### src/rtl/can_tx_block.sv
// can_tx_block: CAN 2.0A base-frame transmitter (11-bit ID, DLC fixed at 8).
// Bit stuffing covers SOF through the last CRC bit; CRC-15 covers the data field only.
// Optional build macro CAN_TX_ACK_CHECK_EN: checks the ACK slot on can_rx and drives ack_err.
`timescale 1ns/1ps
module can_tx_block #(
  parameter int unsigned CLKS_PER_BIT = 16,
  parameter logic [14:0] CRC_POLY     = 15'h4599
) (
  input  logic        clk,
  input  logic        rst,
  input  logic [10:0] address_tx,
  input  logic [63:0] tx_data,
  input  logic        tx_start,
  input  logic        can_rx,
  output logic        can_tx,
  output logic        txing,
  output logic        tx_done,
  output logic        ack_err
);

  typedef enum logic [3:0] {
    S_IDLE, S_START, S_SOF, S_ID, S_RTR, S_IDE, S_R0, S_DLC, S_DATA,
    S_CRC, S_CRC_DEL, S_ACK, S_ACK_DEL, S_EOF, S_IFS
  } state_t;

  localparam logic [15:0] BAUD_LAST = 16'(CLKS_PER_BIT - 1);

  state_t      state;
  state_t      nxt_state;
  logic [6:0]  bit_cnt;
  logic [6:0]  nxt_cnt;
  logic [15:0] baud_cnt;
  logic [10:0] id_sh;
  logic [63:0] data_sh;
  logic [14:0] crc;
  logic        last_lvl;
  logic [2:0]  run_len;
  logic        nxt_bit;
  logic        frame_end;
  logic        bit_tick;
  logic        accept;
  logic        need_stuff;

  // One serial CRC-15 step for a single unstuffed data bit.
  function automatic logic [14:0] crc_step(input logic [14:0] c, input logic d);
    logic fb;
    fb = d ^ c[14];
    return {c[13:0], 1'b0} ^ (fb ? CRC_POLY : 15'd0);
  endfunction

  assign bit_tick   = (baud_cnt == BAUD_LAST);
  assign accept     = (state == S_IDLE) && tx_start;
  // A stuff bit is owed once five equal levels have gone out inside SOF..CRC.
  assign need_stuff = (state inside {S_SOF, S_ID, S_RTR, S_IDE, S_R0, S_DLC, S_DATA, S_CRC})
                      && (run_len == 3'd5);

  // Next payload position: state and per-state bit index after the current payload bit.
  always_comb begin
    nxt_state = state;
    nxt_cnt   = bit_cnt + 7'd1;
    frame_end = 1'b0;
    case (state)
      S_SOF:     begin nxt_state = S_ID;      nxt_cnt = 7'd0; end
      S_ID:      if (bit_cnt == 7'd10) begin nxt_state = S_RTR;     nxt_cnt = 7'd0; end
      S_RTR:     begin nxt_state = S_IDE;     nxt_cnt = 7'd0; end
      S_IDE:     begin nxt_state = S_R0;      nxt_cnt = 7'd0; end
      S_R0:      begin nxt_state = S_DLC;     nxt_cnt = 7'd0; end
      S_DLC:     if (bit_cnt == 7'd3)  begin nxt_state = S_DATA;    nxt_cnt = 7'd0; end
      S_DATA:    if (bit_cnt == 7'd63) begin nxt_state = S_CRC;     nxt_cnt = 7'd0; end
      S_CRC:     if (bit_cnt == 7'd14) begin nxt_state = S_CRC_DEL; nxt_cnt = 7'd0; end
      S_CRC_DEL: begin nxt_state = S_ACK;     nxt_cnt = 7'd0; end
      S_ACK:     begin nxt_state = S_ACK_DEL; nxt_cnt = 7'd0; end
      S_ACK_DEL: begin nxt_state = S_EOF;     nxt_cnt = 7'd0; end
      S_EOF:     if (bit_cnt == 7'd6)  begin nxt_state = S_IFS;     nxt_cnt = 7'd0; end
      S_IFS:     if (bit_cnt == 7'd2)  begin nxt_state = S_IDLE; nxt_cnt = 7'd0; frame_end = 1'b1; end
      default:   begin nxt_state = state; nxt_cnt = bit_cnt; end
    endcase
  end

  // Bus level for the payload bit at the next position (DLC is fixed 4'b1000).
  always_comb begin
    nxt_bit = 1'b1;
    case (nxt_state)
      S_SOF, S_RTR, S_IDE, S_R0: nxt_bit = 1'b0;
      S_ID:                      nxt_bit = id_sh[10];
      S_DLC:                     nxt_bit = (nxt_cnt == 7'd0);
      S_DATA:                    nxt_bit = data_sh[63];
      S_CRC:                     nxt_bit = crc[14];
      default:                   nxt_bit = 1'b1;
    endcase
  end

  // Payload holding registers: loaded on acceptance, shifted as each payload bit is sent.
  always_ff @(posedge clk) begin
    if (accept) begin
      id_sh   <= address_tx;
      data_sh <= tx_data;
    end else if (txing && bit_tick && !need_stuff) begin
      if (nxt_state == S_ID)   id_sh   <= {id_sh[9:0], 1'b0};
      if (nxt_state == S_DATA) data_sh <= {data_sh[62:0], 1'b0};
    end
  end

  // Frame sequencer: baud timer, stuffing, CRC and registered bus outputs.
  always_ff @(posedge clk or posedge rst) begin
    if (rst) begin
      state    <= S_IDLE;
      bit_cnt  <= 7'd0;
      baud_cnt <= 16'd0;
      crc      <= 15'd0;
      last_lvl <= 1'b1;
      run_len  <= 3'd0;
      can_tx   <= 1'b1;
      txing    <= 1'b0;
      tx_done  <= 1'b0;
    end else begin
      tx_done <= 1'b0;
      if (accept) begin
        state    <= S_START;
        baud_cnt <= 16'd0;
      end else if (state == S_START) begin
        state    <= S_SOF;
        bit_cnt  <= 7'd0;
        baud_cnt <= 16'd0;
        crc      <= 15'd0;
        last_lvl <= 1'b0;
        run_len  <= 3'd1;
        can_tx   <= 1'b0;
        txing    <= 1'b1;
      end else if (txing) begin
        if (!bit_tick) begin
          baud_cnt <= baud_cnt + 16'd1;
        end else begin
          baud_cnt <= 16'd0;
          if (need_stuff) begin
            can_tx   <= ~last_lvl;
            last_lvl <= ~last_lvl;
            run_len  <= 3'd1;
          end else begin
            state    <= nxt_state;
            bit_cnt  <= nxt_cnt;
            can_tx   <= nxt_bit;
            last_lvl <= nxt_bit;
            run_len  <= (nxt_bit == last_lvl) ? run_len + 3'd1 : 3'd1;
            if (nxt_state == S_DATA) crc <= crc_step(crc, nxt_bit);
            if (nxt_state == S_CRC)  crc <= {crc[13:0], 1'b0};
            if (frame_end) begin
              txing   <= 1'b0;
              tx_done <= 1'b1;
            end
          end
        end
      end
    end
  end

`ifdef CAN_TX_ACK_CHECK_EN
  localparam logic [15:0] BAUD_MID = 16'(CLKS_PER_BIT / 2);

  // Sticky ACK failure: recessive readback at mid-bit of the ACK slot.
  always_ff @(posedge clk or posedge rst) begin
    if (rst) begin
      ack_err <= 1'b0;
    end else if (accept) begin
      ack_err <= 1'b0;
    end else if ((state == S_ACK) && (baud_cnt == BAUD_MID) && can_rx) begin
      ack_err <= 1'b1;
    end
  end
`else
  logic unused_can_rx;
  assign unused_can_rx = can_rx;
  assign ack_err       = 1'b0;
`endif

endmodule

### config.mk
export PLATFORM = sky130hd
export DESIGN_NAME = can_tx_block
export DESIGN_NICKNAME = d
export VERILOG_FILES = /design/src/rtl/can_tx_block.sv
export SDC_FILE = /design/constraint.sdc
export NUM_CORES = 1
export LEC_CHECK = 0
export ABC_AREA = 1
export CAP_MARGIN = 40
export CORE_ASPECT_RATIO = 1.5
export CORE_MARGIN = 2
export CORE_UTILIZATION = 50
export DETAILED_ROUTE_END_ITERATION = 8
export GPL_TIMING_DRIVEN = 1
export PLACE_DENSITY_LB_ADDON = 0.2
export SYNTH_ARGS = -nofsm -noshare
export SYNTH_HDL_FRONTEND = slang
export SYNTH_SLANG_ARGS = --single-unit
### constraint.sdc
create_clock -name clk -period 17.6 [get_ports clk]
set_input_delay 2.64 -clock clk [delete_from_list [all_inputs] [get_ports clk]]
set_output_delay 2.64 -clock clk [all_outputs]
set_load 0.02 [all_outputs]
* Yosys cells after proc, flatten, opt, wreduce, memory -nomap -nowiden
Index checks and enable logic that the tools add are counted.
Word-level totals: memories kept 0, word-level logic and storage cells 137, bits of input ports 79, bits in read-only memories 0, output and inout bits 4, latch bits 0, flip-flop bits (word level) 123, memory bits (writable) 0
Operators by class: shifts and indexed selects 0, muxes and demuxes 63, add/subtract/negate cells 3, multiply operators 0, bitwise operators 4, div/mod/pow operators 0, reductions and logical operators 24, equality and inequality tests 33, order comparisons 0
Operator list (number):
- 64-bit two-way mux | 3
- 15-bit two-way mux | 7
- 7-bit two-way mux | 10
- 16-bit two-way mux | 4
- 4-bit case mux with 13 select lines | 1
- 7-bit case mux with 7 select lines | 1
- 4-bit two-way mux | 11
- 4-bit == test, second input constant | 9
- 11-bit two-way mux | 3
- 4-bit by 3-bit == test with 1-bit output, second input constant | 8
- 1-bit two-way mux | 17
- 16-bit by 1-bit adder with 16-bit output, second input constant | 1
- 16-bit by 4-bit == test with 1-bit output, second input constant | 1
- 4-bit by 2-bit == test with 1-bit output, second input constant | 4
- 3-bit two-way mux | 5
- 15-bit XOR | 1
- 7-bit by 2-bit == test with 1-bit output, second input constant | 2
- 7-bit by 4-bit == test with 1-bit output, second input constant | 2
- 2-bit nonzero test | 5
- 3-bit nonzero test | 3
- 8-bit nonzero test | 1
- 7-bit by 1-bit adder with 7-bit output, second input constant | 1
- 7-bit by 3-bit == test with 1-bit output, second input constant | 1
- 7-bit by 6-bit == test with 1-bit output, second input constant | 1
- 19 further kinds | 25

* Depth between registers and ports, before layout
Gate-level depths: netlist of the first run.
depth after elaboration 15, depth in mapped cells 20, gate-level depth less buffers 20

* Worst setup path after synthesis of the first run
No wires, ideal clock.
kind reg2reg, from register bit_cnt[0], to register data_sh[0], enable pin, setup time 0.581 ns, period minus slack after synthesis 6.889 ns, path slack 10.711 ns, cell stages (with the launch flop) 11, required time 17.019 ns, path buffers 0, arrival time 6.308 ns, path through dfrtp_1 -> inv_1 -> ha_1 -> nand3_1 -> nor2_1 -> nor2_1 -> nor2_1 -> nand3_2 -> nor2_1 -> inv_2 -> o31ai_1
On the way: longest elaborated chain between the ends 6, elaborated cells between the ends (all ways) 16, those cells by class 7 x eq/ne; 7 x mux; 2 x reduce/logical
Ends and longest elaborated chain:
- start: declaration | line 30 | logic [6:0] bit_cnt;
- start signal: assignment | line 141 | bit_cnt <= nxt_cnt;
- 7-bit by 2-bit == test with 1-bit output (tied with other cells) | line 75 | S_IFS: if (bit_cnt == 7'd2) begin nxt_state = S_IDLE; nxt_cnt = 7'd0; frame_end = 1'b1; end
- 4-bit two-way mux (tied with other cells) | line 75
- 4-bit case mux with 13 select lines (*) | line 62 | case (state)
- 4-bit == test (*) | line 100 | if (nxt_state == S_DATA) data_sh <= {data_sh[62:0], 1'b0};
- 2-bit nonzero test (no line) (*)
- 2-bit AND reduction (no line) (*)
- end signal: assignment | line 97 | data_sh <= tx_data;
- end signal: assignment | line 100
- end: declaration | line 34 | logic [63:0] data_sh;
Every way passes the cells marked *; elsewhere a longest branch is shown, timed or not. A chain may end at the register's enable or synchronous reset.

* Worst setup path in the final report of the first run
from input tx_start, to register crc[13]
On the way: longest elaborated chain between the ends 3
Ends and longest elaborated chain:
- start: declaration | line 13 | input logic tx_start,
- 1-bit logical AND | line 52 | assign accept = (state == S_IDLE) && tx_start;
- 1-bit NOT (no line)
- 5-bit AND reduction (no line)
- end signal: assignment | line 145 | if (nxt_state == S_DATA) crc <= crc_step(crc, nxt_bit);
- end signal: assignment | line 146 | if (nxt_state == S_CRC) crc <= {crc[13:0], 1'b0};
- end: declaration | line 35 | logic [14:0] crc;
No other way between the ends.

==> reports/metrics.cfg, run 1 <==
[final_layout]
layoutNonFillerInstCount = 1045
fin_area_mm2 = 0.00799
layout-drive-gt1-share_pct = 7.65
n_antenna_cell = 0
area_growth_pct = 25.6
fillers = 1042
nNetsFinal = 960

[synth]
ys_seq_elements = 123
synth_ff_type = edfxtp_1
synth_nets = 875
synth_top_area_cell = edfxtp_1
ys_top_cells_by_area = edfxtp_1 35%, nand2_1 19%, dfrtp_1 18%
avgSynthCellArea_um2 = 8.04
synthCells = 791
seq_area_frac_synth_pct = 54.3
synth_most_common_cell = nand2_1
yosysUniqueCellTypes = 36
synth_commonest_cells = 324 x nand2_1, 75 x edfxtp_1, 69 x nand3_1
syn-cell-area_mm2 = 0.00636
netlist.area_leader.share_pct = 35.4
synth_edf_count = 75
async_reset_ff_share_pct = 39.0
synth_warnings = 0

[placed_design]
io_buffers = 80
placed_area_mm2 = 0.00734
gp_congestion = 0.915
pre_cts_slack_ps = 11290
place_inst = 1013
place_hpwl_mm = 10.3

[global_route]
grt_pass1_vias = 5439
grt_max_degree = 81
track_usage_pct = 22.8
grt_pass1_wl_mm = 24.4
grt_antenna_before_repair = 0
grt.overflow.total = 0

[floorplan]
design.core.area_mm2 = 0.0124
ioPinCount = 83
die_h_um = 142
rows = 50
start_util_pct = 51.1
die_x_um = 96.1
die_area_mm2 = 0.0137

[sta]
fmax_ghz = 0.168
hold_viol_final = 0
skew_ps = 10.9
rsz0062_at_grt = false
relSlewSlack_pct = 46.8
min_period_ps = 5940
min_period_over_period_pct = 33.7
finalSetupViolations = 0
hold_slack_ps = 488
slew_violations = 0
worst_slack_ps = 11660
finalSetupTns_ps = 0
worst_pin_slew_ps = 799

[cts]
clk_latency_ps = 410
cts_tree = done
cts_made_buffers = 17
clockRootBuffer = clkbuf_16
cts_resized = 0
cts_setup_buffers = 0
clk_pin_slew_ps = 50
ctsHtreeMaxLevel = 4
cts.sinks = 123
hold_buffers = 0
cts_buffer_depth = 2

[routing]
wl_per_cell_um = 14.0
ant_nets = 0
drc = 0
first_pass_iters = 5
drt-total-wl_mm = 14.6
drt-initial-drc-count = 344
vias_per_cell = 5.32
vias = 5562

[power_and_ir_drop]
peakVddDrop_mv = 0.0645
leakagePower_nw = 3.34
p_per_area_mw_per_mm2 = 88.3

[critical_path]
r2r_end = crc[13]$_DFFE_PP0P_
r2r_cells = 14
crit_slowest_cell = buf_4
r2r-start = state[0]$_DFFE_PP0P_
cp_max_fo = 80
cpMostUsedCell = inv_1
worst_path_largest_cell_delay_ps = 620
crit_path_cell_trace = clkdlybuf4s50_1 > nand2_2 > buf_4 > inv_2 > buf_4 > nor2_1 > inv_1 > nor2_2 > inv_1 > nor2_1 > inv_1 > o22ai_1
crit_path_start = tx_start
critical_path_class = in -> reg
regToRegSetupSlack_ps = 13620
worst_setup_path_start_kind = input port
crit_path_end_kind = flop
cp.required_ps = 17920
setup.worst_path.end = crc[13]$_DFFE_PP0P_
crit_arrival_ps = 6260

[flow_run]
cap_viol_max_count = 0

[outcome]
status = complete, no violations

[min_path]
hold_path.class = reg -> reg

kinds of logic after synthesis:
kind of cell,after synthesis,share of synthesized area (%)
simple gates,494,32.1
flops,123,54.3
buf+inv,97,5.82
compound gates,64,5.74
xor+xnor,7,0.964
fa+ha+maj,5,0.984
other cells,1,0.0590
metrics by stage:
step | power (mW) | util (%)
floorplan | 0.312 | -
global placement | 0.330 | 58.8
detailed placement | 0.330 | 59.0
CTS | 0.711 | 64.2
global route | 0.724 | 64.2
finish | 0.706 | 64.2
state kept, by name (all words and copies together) (netlist names):
signal,flops
data_sh,64
tx_done,1
crc,15
last_lvl,1
baud_cnt,16
bit_cnt,7
txing,1
state,4
id_sh,11
run_len,3
layout make-up:
| type | instances | area [µm²] | share of cell area [%] |
|---|---|---|---|
| clock buffers | 18 | 429 | 5.37 |
| multi-input cells | 571 | 2550 | 31.9 |
| clock inverters | 14 | 219 | 2.74 |
| repair buffers | 85 | 851 | 10.6 |
| inverters | 78 | 293 | 3.66 |
| flip-flops and latches | 123 | 3450 | 43.2 |
| well taps | 156 | 195 | 2.44 |
report_power, final:
group,leakage (nW),total (mW),switching [mW],internal (mW)
registers,1.08,0.304,0,0.304
logic,1.95,0.0204,0.00517,0.0153
clock network,0.310,0.381,0.130,0.252
total,3.34,0.706,0.135,0.571
placed cells by master, fill, tap and decap left out, drive strengths merged:
master and instances:
nand3 70, nor3 11, a31oi 1, nor4 2, nand4 7, nand3b 1
clkdlybuf4s50 80, nor2 70, o22ai 12, bufinv 5, a21oi 15, edfxtp 75
o211a 1, buf 5, ha 5, clkinvlp 2, a2111oi 1, a41oi 1
clkinv 6, or2 1, dfstp 1, o21ai 31, o31ai 1, nand2 330
dfrtp 47, clkbuf 18, xor2 7, conb 1, a211o 1, inv 79
nor3b 2
routing by layer:
metal,global-route usage (%),part of all wire (%),up-vias
met4,9.85,2.7,0
met2,39.6,52,167
met1,26.7,40,2615
li1,-,-,2745
met3,4.66,4.5,35
met5,0,0,-
how the worst min path moves through the flow:
| stage | from | end | depth (start not counted) |
|---|---|---|---|
| 2_1_floorplan | crc[10]$_DFFE_PP0P_ | crc[10]$_DFFE_PP0P_ | 2 |
| 3_3_place_gp | crc[4]$_DFFE_PP0P_ | crc[4]$_DFFE_PP0P_ | 2 |
| 3_5_place_dp | crc[4]$_DFFE_PP0P_ | crc[4]$_DFFE_PP0P_ | 2 |
| 4_1_cts | crc[4]$_DFFE_PP0P_ | crc[4]$_DFFE_PP0P_ | 2 |
| 5_1_grt | crc[4]$_DFFE_PP0P_ | crc[4]$_DFFE_PP0P_ | 2 |
| 6_report | crc[4]$_DFFE_PP0P_ | crc[4]$_DFFE_PP0P_ | 2 |
critical path: cells and delay by family:
kind | cells | cell delay (ps)
and+or+nand+nor | 4 | 1360
buffers and inverters | 7 | 1940
AOI/OAI and AO/OA | 1 | 220
(Power assumes the default switching activity.)
==> run 2, diff against run 1 <==
==> constraint.sdc (replaced) <==
create_clock -name clk -period 5.5 [get_ports clk]
set_input_delay 0.825 -clock clk [delete_from_list [all_inputs] [get_ports clk]]
set_output_delay 0.825 -clock clk [all_outputs]
set_load 0.02 [all_outputs]
==> run 2 against run 1 <==
  * Global-route usage increased by 0.054 points
  * Combinational power increased to 3.2 times the previous value
  * Clock power increased to 2.8 times the previous value
  * Clock-buffer cell count unchanged
  * Final cell count unchanged
  * Power increased to 3.0 times the previous value
  * Sequential power increased to 3.2 times the previous value
  * First-iteration DRC count increased by 21%
  * Critical path type is now reg -> reg
  * Largest power group unchanged
==> reports/metrics.cfg, run 2 (same netlist as run 1, synthesis figures left out) <==
[outcome]
status = complete, no violations  ; unchanged

[routing]
wl_per_cell_um = 14.1  ; was 14.0 µm
first_pass_iters = 5  ; unchanged
vias = 5616  ; was 5562
ant_nets = 0  ; unchanged
drc = 0  ; unchanged
vias_per_cell = 5.37  ; was 5.32
drt-total-wl_mm = 14.8  ; was 14.6 mm
drt-initial-drc-count = 416  ; was 344

[final_layout]
layout_commonest_cell = nand2_1  ; unchanged
most-common-layout-cells = 324 x nand2_1, 80 x clkdlybuf4s50_1, 75 x edfxtp_1  ; unchanged
fillers = 1090  ; was 1042
nNetsFinal = 960  ; unchanged
n_antenna_cell = 0  ; unchanged
layoutNonFillerInstCount = 1045  ; unchanged
area_growth_pct = 24.2  ; was 25.6%
layout-drive-gt1-share_pct = 7.42  ; was 7.65%
final_core_util_pct = 63.4  ; was 64.2%
largest_register_ffs = 64  ; unchanged
fin_area_mm2 = 0.00790  ; was 0.00799 mm²
top_register = data_sh  ; unchanged
reg_top3 = data_sh (64), baud_cnt (16), crc (15)  ; unchanged

[global_route]
grt_max_degree = 80  ; was 81
grt_antenna_before_repair = 0  ; unchanged
grt_pass1_vias = 5487  ; was 5439
grt_pass1_wl_mm = 24.3  ; was 24.4 mm
track_usage_pct = 22.8  ; about the same
grt.overflow.total = 0  ; unchanged

[floorplan]
die_h_um = 142  ; unchanged
die_x_um = 96.1  ; unchanged
ioPinCount = 83  ; unchanged
rows = 50  ; unchanged
design.core.area_mm2 = 0.0124  ; unchanged
die_area_mm2 = 0.0137  ; unchanged
start_util_pct = 51.1  ; unchanged

[critical_path]
r2r_cells = 11  ; was 14
crit_arrival_ps = 3260  ; was 6260 ps
crit_path_cell_trace = inv_1 > ha_1 > nand3_1 > nor2_1 > nor2_1 > nor2_1 > nand3_2 > nor2_1 > inv_2 > o31ai_4 > buf_4  ; was clkdlybuf4s50_1 > nand2_2 > buf_4 > inv_2 > buf_4 > nor2_1 > inv_1 > nor2_2 > inv_1 > nor2_1 > inv_1 > o22ai_1
cp.required_ps = 5540  ; was 17920 ps
cp_top_family = buffers and inverters  ; unchanged
regToRegSetupSlack_ps = 2280  ; was 13620 ps
crit_slowest_cell = buf_4  ; unchanged
r2r_end = data_sh[20]$_DFFE_PP_  ; was crc[13]$_DFFE_PP0P_
crit_path_end_kind = flop  ; unchanged
worst_setup_path_start_kind = flop  ; was input port
cpMostUsedCell = nor2_1  ; was inv_1
crit_path_start = bit_cnt[0]$_DFFE_PP0P_  ; was tx_start
path_buf_inv = 3  ; was 7
cp_max_fo = 64  ; was 80
r2r-start = bit_cnt[0]$_DFFE_PP0P_  ; was state[0]$_DFFE_PP0P_
worst_path_largest_cell_delay_ps = 650  ; was 620 ps
critical_path_class = reg -> reg  ; was in -> reg

[min_path]
min_to = crc[8]$_DFFE_PP0P_  ; was crc[4]$_DFFE_PP0P_
hold_path_startpoint = crc[8]$_DFFE_PP0P_  ; was crc[4]$_DFFE_PP0P_
hold_path.class = reg -> reg  ; unchanged
min_path_cells = 2  ; unchanged

[cts]
hold_buffers = 0  ; unchanged
clk_pin_slew_ps = 60  ; was 50 ps
ctsHtreeMaxLevel = 4  ; unchanged
cts_tree = done  ; unchanged
cts_resized = 0  ; unchanged
cts_setup_buffers = 0  ; unchanged
cts_made_buffers = 17  ; unchanged
cts.sinks = 123  ; unchanged
clockRootBuffer = clkbuf_16  ; unchanged
clk_latency_ps = 410  ; about the same
cts_buffer_depth = 2  ; unchanged

[sta]
skew_ps = 8.76  ; was 10.9 ps
worst_slack_ps = 2280  ; was 11660 ps
hold_viol_final = 0  ; unchanged
min_period_over_period_pct = 58.6
worst_pin_slew_ps = 814  ; was 799 ps
relSlewSlack_pct = 45.7  ; was 46.8%
slew_violations = 0  ; unchanged
finalSetupViolations = 0  ; unchanged
min_period_ps = 3220
rsz0062_at_grt = false  ; unchanged
hold_slack_ps = 498  ; was 488 ps
fmax_ghz = 0.310
finalSetupTns_ps = 0  ; unchanged

[placed_design]
gp_congestion = 0.925  ; was 0.915
pre_cts_slack_ps = 2150  ; was 11290 ps
place_inst = 1013  ; unchanged
io_buffers = 80  ; unchanged
placed_area_mm2 = 0.00734  ; unchanged
place_hpwl_mm = 10.4  ; was 10.3 mm

[power_and_ir_drop]
power.total_mw = 2.08  ; was 0.706 mW
p_per_area_mw_per_mm2 = 264  ; was 88.3 mW/mm²
leakagePower_nw = 3.29  ; was 3.34 nW
peakVddDrop_mv = 0.212  ; was 0.0645 mV

[flow_run]
cap_viol_max_count = 0  ; unchanged

-- run 2: cell types whose count changed in the layout (fill, tap and decap cells not counted) --
cell	before	now
clkinv_4	4	5
clkinv_1	0	2
inv_8	0	1
bufinv_16	5	1
clkinvlp_4	2	3
inv_6	1	0
-- run 2: power by group --
part / switching, mW / total, mW / internal [mW] / leakage (nW)
Clock: 0.425 / 1.05 / 0.621 / 0.263
Sequential: 0 / 0.972 / 0.972 / 1.08
Combinational: 0.0169 / 0.0658 / 0.0489 / 1.95
Total: 0.442 / 2.08 / 1.64 / 3.29
-- run 2: final cells by class --
cell class | instances | area [µm²] | share of cell area [%]
clock buffers | 18 | 429 | 5.43
clock inverters | 14 | 125 | 1.58
inverters | 78 | 293 | 3.71
multi-input cells | 571 | 2550 | 32.3
flip-flops and latches | 123 | 3450 | 43.7
well taps | 156 | 195 | 2.47
repair buffers | 85 | 851 | 10.8
-- run 2: how the worst max path moves through the flow --
stage               cells after the start  slack (ps)                       end
CTS                                    11        2320     data_sh[41]$_DFFE_PP_
global placement                       10        2200        crc[6]$_DFFE_PP0P_
finish                                 11        2280     data_sh[20]$_DFFE_PP_
detailed placement                     10        2150       crc[13]$_DFFE_PP0P_
floorplan                              10         620  data_sh[0]$_SDFFCE_PN0P_
global route                           11        2010     data_sh[41]$_DFFE_PP_
-- run 2: metal layers --
layer  vias to the layer above  wire, µm  global-route usage (%)
met3                        35       836                    5.24
met1                      2627      5870                    26.5
met4                         0       389                    10.8
li1                       2746         -                       -
met2                       208      7660                    39.0
met5                         -         0                       0
-- run 2: worst min-delay path, cell delays in order (launching register included) --
cell and delay, ps:
dfrtp_1 360, nand2_1 60, nand2_1 50
